--- src/rtl/mod_keygen_rotword_pipe.sv ---
`default_nettype none
// ============================================================================
// Module   : mod_keygen_rotword_pipe
// Brief    : Key-expansion RotWord stage with its own word index, Rcon
//            generation and a 2-entry skid FIFO towards the S-box/Rcon stage.
//            Optional macro KEYGEN_ROTDIR_EN adds a per-word rot_dir input.
// Revision : 1.0 - initial release
// ============================================================================
module mod_keygen_rotword_pipe #(
    parameter int BYTES = 4,
    parameter int BW    = 8,
    parameter int NK    = 8,
    parameter int ROT   = 1
) (
    input  logic                  clk,
    input  logic                  rst,
    input  logic                  start,
    input  logic                  in_valid,
    output logic                  in_ready,
    input  logic [BYTES*BW-1:0]   in_word,
`ifdef KEYGEN_ROTDIR_EN
    input  logic                  rot_dir,
`endif
    output logic                  out_valid,
    input  logic                  out_ready,
    output logic [BYTES*BW-1:0]   out_word,
    output logic                  out_sub,
    output logic [7:0]            out_rcon,
    output logic                  out_last,
    output logic                  done
);

    localparam int c_W    = BYTES * BW;
    localparam int c_LAST = 4 * (NK + 7) - 1;
    localparam int c_IW   = $clog2(c_LAST + 2);
    localparam int c_MW   = $clog2(NK + 1);
    localparam bit c_SUB4 = (NK > 6);

    typedef enum logic [1:0] {
        S_IDLE  = 2'd0,
        S_RUN   = 2'd1,
        S_DRAIN = 2'd2
    } state_t;

    state_t            r_state, w_state_nxt;
    logic [c_IW-1:0]   r_idx;
    logic [c_MW-1:0]   r_mod;
    logic [7:0]        r_rcon;

    logic [c_W-1:0]    r_fw [2];
    logic              r_fs [2];
    logic [7:0]        r_fr [2];
    logic              r_fl [2];
    logic              r_wp, r_rp;
    logic [1:0]        r_cnt;

    logic              w_push, w_pop, w_rot, w_sub, w_last;
    logic [c_W-1:0]    w_left, w_rotated, w_word;
    logic [7:0]        w_xt;

    // Left rotation: out byte j takes in byte (j+ROT) mod BYTES
    for (genvar j = 0; j < BYTES; j++) begin : g_left
        assign w_left[j*BW +: BW] = in_word[((j + ROT) % BYTES)*BW +: BW];
    end

`ifdef KEYGEN_ROTDIR_EN
    logic [c_W-1:0] w_right;
    for (genvar j = 0; j < BYTES; j++) begin : g_right
        assign w_right[j*BW +: BW] = in_word[((j + BYTES - ROT) % BYTES)*BW +: BW];
    end
    assign w_rotated = rot_dir ? w_right : w_left;
`else
    assign w_rotated = w_left;
`endif

    assign in_ready  = (r_state == S_RUN) && (r_cnt != 2'd2);
    assign out_valid = (r_cnt != 2'd0);
    assign w_push    = in_valid & in_ready;
    assign w_pop     = out_valid & out_ready;
    assign w_rot     = (r_mod == '0);
    assign w_sub     = w_rot | (c_SUB4 && (r_mod == c_MW'(4)));
    assign w_last    = (r_idx == c_IW'(c_LAST));
    assign w_word    = w_rot ? w_rotated : in_word;
    assign w_xt      = {r_rcon[6:0], 1'b0} ^ (r_rcon[7] ? 8'h1B : 8'h00);

    assign out_word  = r_fw[r_rp];
    assign out_sub   = r_fs[r_rp];
    assign out_rcon  = r_fr[r_rp];
    assign out_last  = r_fl[r_rp];

    always_comb begin
        w_state_nxt = r_state;
        done        = 1'b0;
        case (r_state)
            S_IDLE:  if (start) w_state_nxt = S_RUN;
            S_RUN:   if (w_push && w_last) w_state_nxt = S_DRAIN;
            S_DRAIN: begin
                if (r_cnt == 2'd0) begin
                    w_state_nxt = S_IDLE;
                    done        = 1'b1;
                end
            end
            default: w_state_nxt = S_IDLE;
        endcase
    end

    always_ff @(posedge clk or negedge rst) begin
        if (!rst) r_state <= S_IDLE;
        else      r_state <= w_state_nxt;
    end

    // Word index plus a parallel mod-NK phase avoids any divider
    always_ff @(posedge clk or negedge rst) begin
        if (!rst) begin
            r_idx  <= c_IW'(NK);
            r_mod  <= '0;
            r_rcon <= 8'h01;
        end else if ((r_state == S_IDLE) && start) begin
            r_idx  <= c_IW'(NK);
            r_mod  <= '0;
            r_rcon <= 8'h01;
        end else if (w_push) begin
            r_idx <= r_idx + c_IW'(1);
            r_mod <= (r_mod == c_MW'(NK - 1)) ? '0 : r_mod + c_MW'(1);
            if (w_rot) r_rcon <= w_xt;
        end
    end

    always_ff @(posedge clk or negedge rst) begin
        if (!rst) begin
            for (int k = 0; k < 2; k++) begin
                r_fw[k] <= '0;
                r_fs[k] <= 1'b0;
                r_fr[k] <= 8'h00;
                r_fl[k] <= 1'b0;
            end
            r_wp  <= 1'b0;
            r_rp  <= 1'b0;
            r_cnt <= 2'd0;
        end else begin
            if (w_push) begin
                r_fw[r_wp] <= w_word;
                r_fs[r_wp] <= w_sub;
                r_fr[r_wp] <= w_rot ? r_rcon : 8'h00;
                r_fl[r_wp] <= w_last;
                r_wp       <= ~r_wp;
            end
            if (w_pop) r_rp <= ~r_rp;
            case ({w_push, w_pop})
                2'b10:   r_cnt <= r_cnt + 2'd1;
                2'b01:   r_cnt <= r_cnt - 2'd1;
                default: r_cnt <= r_cnt;
            endcase
        end
    end

endmodule
`default_nettype wire

--- config.mk ---
export PLATFORM = sky130hd
export DESIGN_NAME = mod_keygen_rotword_pipe
export DESIGN_NICKNAME = d
export VERILOG_FILES = /design/src/rtl/mod_keygen_rotword_pipe.sv
export SDC_FILE = /design/constraint.sdc
export NUM_CORES = 1
export LEC_CHECK = 0
export ABC_AREA = 0
export BUFFER_PORTS_ARGS = -buffer_cell sky130_fd_sc_hd__buf_2
export CORE_ASPECT_RATIO = 0.5
export CORE_UTILIZATION = 39
export CTS_BUF_LIST = sky130_fd_sc_hd__clkbuf_8 sky130_fd_sc_hd__clkbuf_16
export CTS_CLUSTER_SIZE = 8
export DETAILED_ROUTE_END_ITERATION = 10
export HOLD_SLACK_MARGIN = 0.06
export PLACE_DENSITY = 0.62
export SLEW_MARGIN = 25
export SYNTH_ARGS = -nofsm -noshare
export SYNTH_HDL_FRONTEND = slang
export SYNTH_SLANG_ARGS = --single-unit
--- constraint.sdc ---
create_clock -name clk -period 2.6 [get_ports clk]
set_clock_uncertainty 0.1 [all_clocks]
set_input_delay 0.52 -clock clk [delete_from_list [all_inputs] [get_ports clk]]
set_output_delay 0.52 -clock clk [all_outputs]
set_load 0.01 [all_outputs]
# Yosys cells after proc, flatten, opt, wreduce, memory -nomap -nowiden
# Cells that the tools add are included.
# Widths: inputs -> output; s select.
[op_classes]
order_cmp = 3
eq_ne = 11
add_sub_neg = 4
bitwise_logic = 8
reduce_logical = 13
mux = 40
[op_table]
columns = ["operator", "n"]
rows = [
  ["$mux 32", 5],
  ["$bwmux 64", 1],
  ["$mux 8", 8],
  ["$demux 32 s1", 1],
  ["$bwmux 16", 1],
  ["$mux 4", 3],
  ["$mux 6", 2],
  ["$mux 1", 9],
  ["$demux 8 s1", 1],
  ["$eq 4x3->1 const B", 2],
  ["$reduce_bool 2->1", 4],
  ["$xor 8x5->8", 1],
  ["$add 6x1->6 const B", 1],
  ["$eq 6x6->1 const B", 1],
  ["$mux 2", 3],
  ["$ne 2x2->1 const B", 3],
  ["$pmux 2 s3", 1],
  ["$mux 5", 1],
  ["$add 4x1->4 const B", 1],
  ["$bwmux 2", 2],
  ["$eq 2x1->1 const B", 2],
  ["$eq 2x2->1 const B", 2],
  ["$ge 2x2->1 const B", 2],
  ["$logic_and 1x1->1", 4],
  ["other kinds (14)", 18],
]
[word_totals]
wordCells = 94
regBits = 108
input_bits = 37
out_inout_bits = 45

# Longest topological paths before layout
[logic_depth]
ltp_word = 6
mapped_depth = 8
ltp_nobuf = 7

# Worst setup path before layout
# No wires, ideal clock.
[synth_timing]
path_kind = "reg-to-output"
startpoint = "register r_rp"
endpoint = "output out_word[19]"
required_ps = 1980
path_slack_ps = 718
path_stages_with_launch = 4
n_path_buf = 2
arrival_ps = 1262
cell_sequence = "dfrtp_1 clkbuf_1 clkbuf_1 mux2_2"
[synth_between]
elab_chain_cells = 4
[synth_rtl]
columns = ["item", "line", "source"]
rows = [
  ["start: declaration", "54", "logic r_wp, r_rp;"],
  ["start signal: assignment", "148", "if (w_pop) r_rp <= ~r_rp;"],
  ["$not 1->2 (implied by the code)", "86", "assign out_word = r_fw[r_rp];"],
  ["$mux 32 (implied by the code) (3 in a row)", "86", ""],
  ["end: declaration", "26", "output logic [BYTES*BW-1:0] out_word,"],
]
# Every way passes these cells. The select of a mux whose other input is x is not followed.

# Final worst setup path
[layout_timing]
startpoint = "register r_rp"
endpoint = "output out_word[13]"
# Same word-level chain as after synthesis.

==> impl_results.md <==
- Status: finished clean
- Sequential Power Share: 38.5%
- Vias: between 3000 and 4000
- WL/cell: around 16 um
- Ranking of synthesized cells by area: dfrtp_1, mux2_2, nand2_1
- Max FO, Critical Path: 23
- Largest net degree at the start of global routing: between 70 and 80
- HPWL after DPL: about 7.8 mm
- Fin. max-slew vios: 0
- CP Launch Type: register
- # setup viols final: 0
- Final Wtd Congestion: ~0.77
- Fmax: around 460 MHz
- Fin crit period: about 2.2 ns
- Synth top cells by count: dfrtp_1, nand2_1, o21ai_0
- Vias in the first global route: around 3500
- H-Tree Depth: 3
- Switching power: around 2700 uW
- Register area share after synthesis: 53.4%
- Clk pwr share: 17.3%
- Nets: roughly 580
- Overflow after GRT: 0
- Slew margin rel.: 64.1%
- Post-synth top area cell: dfrtp_1
- Die extent in y: about 83 um
- Root buf cell: clkbuf_16
- CTS tree: built
- Initial antenna violation count: 0
- Crit Path Class: reg2out
- Distinct cell type count after synthesis: 37
- VDD IR-drop max: between 0.4 and 0.5 mV
- Mapped Nets: 510
- Power, Total: about 7400 uW
- Hold WS: 0.0408 ns
- Final Cycle Share: between 80% and 90%
- Hold crit path type: in2async
- YS warnings: 0
- Top-count cell post-synth: dfrtp_1
- Post-CTS Hold Buffers: 0
- Data required, critical path: between 1.5 and 2 ns
- Share of power burned in combinational logic: roughly 44%
- Ys async rst share: 100%
- Post_cts resized: 0
- I/O pin cnt: 82
- Leakage: approximately 0.0029 uW
- Number of flops mapped to enable cells by yosys: 0
- Vias per Instance: roughly 5
- ANT cells: 0
- Internal Pwr Total: between 4000 and 5000 uW
- CP arrival: between 1.5 and 2 ns
- Clock latency on the worst-skew pair: 0.35 ns
- Setup_tns: 0 ns
- First-pass GRT wire length: 18.4 mm
- Core Region: ~12000 um^2
- Starting Density: about two fifths
- Switching part of the total: between 30% and 40%
- Die Area: 13500 um^2
- Slew @ Worst Pin: between 0.5 and 0.6 ns
- Main flop type after synthesis: dfrtp_1
- Drt initial violations: ~130
- Syn Area/Cell: about 11 um^2
- RSZ-0062 raised after global routing: no
- ANT nets after route: 0
- Area grow syn2layout: 17.3%
- PD cells: around 1200 nW/um^2
- Max_cap viols: 0
- Share of the synthesized area in the top cell type: 52.4%
- Die width: 163 um
- Detailed Routing Iterations Pass 1: 4
- Post-Route WL: between 10 and 15 mm
- Layout cells sized above 1: 31.8%
- Cell Area, Synth: 5060 um^2
- Critical Path Sink Type: output port
- Row cnt: 28
- DRC viols: 0
- Post-CTS setup buffer count: 0
- Cells after Synth: approximately 470
- PortBufs: a little over 80
- Total clock sinks: 108
- Total track usage: between 10% and 20%
- Clock slew at reported path FFs: 0.07 ns
- Final-report hold violation count: 0
- Max Root-Sink Buffers: 2
- CTS Buf Count: 9
- Flops & latches, synth: about 110
-- worst max-delay path, stage by stage, from the launching register on --
cell	delay (ns)
dfrtp_2	0.36
buf_4	0.32
mux2_2	0.39
buf_2	0.14
-- cells in the final DEF (no fill, tap or decap), types with 7 or more instances in the layout --
master       n
nand2_1     91
buf_4        9
xnor2_1      8
buf_2       80
mux2_2      58
o21ai_0     67
mux2i_1     34
clkbuf_16    9
o21ai_1      7
dfrtp_1    105
nand3_1      9
nor2_1      11
and2_1       8
-- layer usage --
| metal | GRT usage, % | vias up | wire [um] |
|---|---|---|---|
| met1 | 24.0 | 1732 | 5370 |
| met2 | 30.1 | 47 | 5350 |
| met5 | 0 | - | 0 |
| met3 | 3.40 | 11 | 376 |
| li1 | - | 1761 | - |
| met4 | 6.17 | 0 | 127 |
-- metrics by stage --
| stage | cells | instance area, um^2 | util [%] | setup WS (ns) |
|---|---|---|---|---|
| finish | 713 | 5940 | 48.6 | 0.409 |
| global route | 713 | 5940 | 48.6 | 0.354 |
| CTS | 713 | 5940 | 48.6 | 0.394 |
| detailed placement | 697 | 5670 | 46.4 | 0.635 |
| global placement | 697 | 5670 | 46.4 | 0.673 |
| floorplan | 469 | 5060 | - | 0.718 |
-- final timing paths --
kind / end / depth (start not counted) / startpoint / slack, ns
max: out_word[13] / 3 / r_rp$_DFFE_PN0P_ / 0.41
min: r_idx[4]$_DFFE_PN0P_ / 1 / rst / 0.04
max reg2reg: r_cnt[1]$_DFFE_PN0P_ / 6 / r_state[1]$_DFFE_PN0P_ / 0.64
min reg2reg: r_fw[34]$_DFFE_PN0P_ / 2 / r_fw[34]$_DFFE_PN0P_ / 0.38
max in group asynchronous: r_fw[57]$_DFFE_PN0P_ / 2 / rst / 1.53
min in group clk: r_fw[34]$_DFFE_PN0P_ / 2 / r_fw[34]$_DFFE_PN0P_ / 0.38
-- state kept, by name (all words and copies together), names as in the netlist --
name and cells:
r_fw 64, r_fr 16, r_rcon 8, r_idx 6, r_mod 4, r_cnt 2
r_fl 2, r_fs 2, r_state 2, r_rp 1, r_wp 1
-- power by group through the flow --
stage          Combinational, uW  Clock, uW  Sequential [uW]
6_report                    3250       1270             2830
5_1_grt                     3650       1370             2930
4_1_cts                     3320       1300             2830
3_5_place_dp                3310          0             2860
3_3_place_gp                3270          0             2830
2_1_floorplan               2360          0             2720
-- cells by family (layout without fill, tap and decap cells) --
group	count (synthesis)	count (layout)	share of synthesized area (%)
muxes	92	92	19.6
xor gates and xnor gates	10	10	1.73
adders and majority gates	4	4	0.988
buffers and inverters	34	113	3.41
AOI/OAI and AO/OA	79	79	8.06
and+or+nand+nor	142	142	12.8
DFF	108	108	53.4
-- layout make-up --
class,count,area (um^2)
clock inverters,6,31.3
repair buffers,93,548
multi-input cells,327,2190
inverters,4,17.5
well taps,165,206
clock buffers,10,239
fillers,1138,6290
flip-flops and latches,108,2710
No activity file was read; power rests on OpenSTA's default activity.
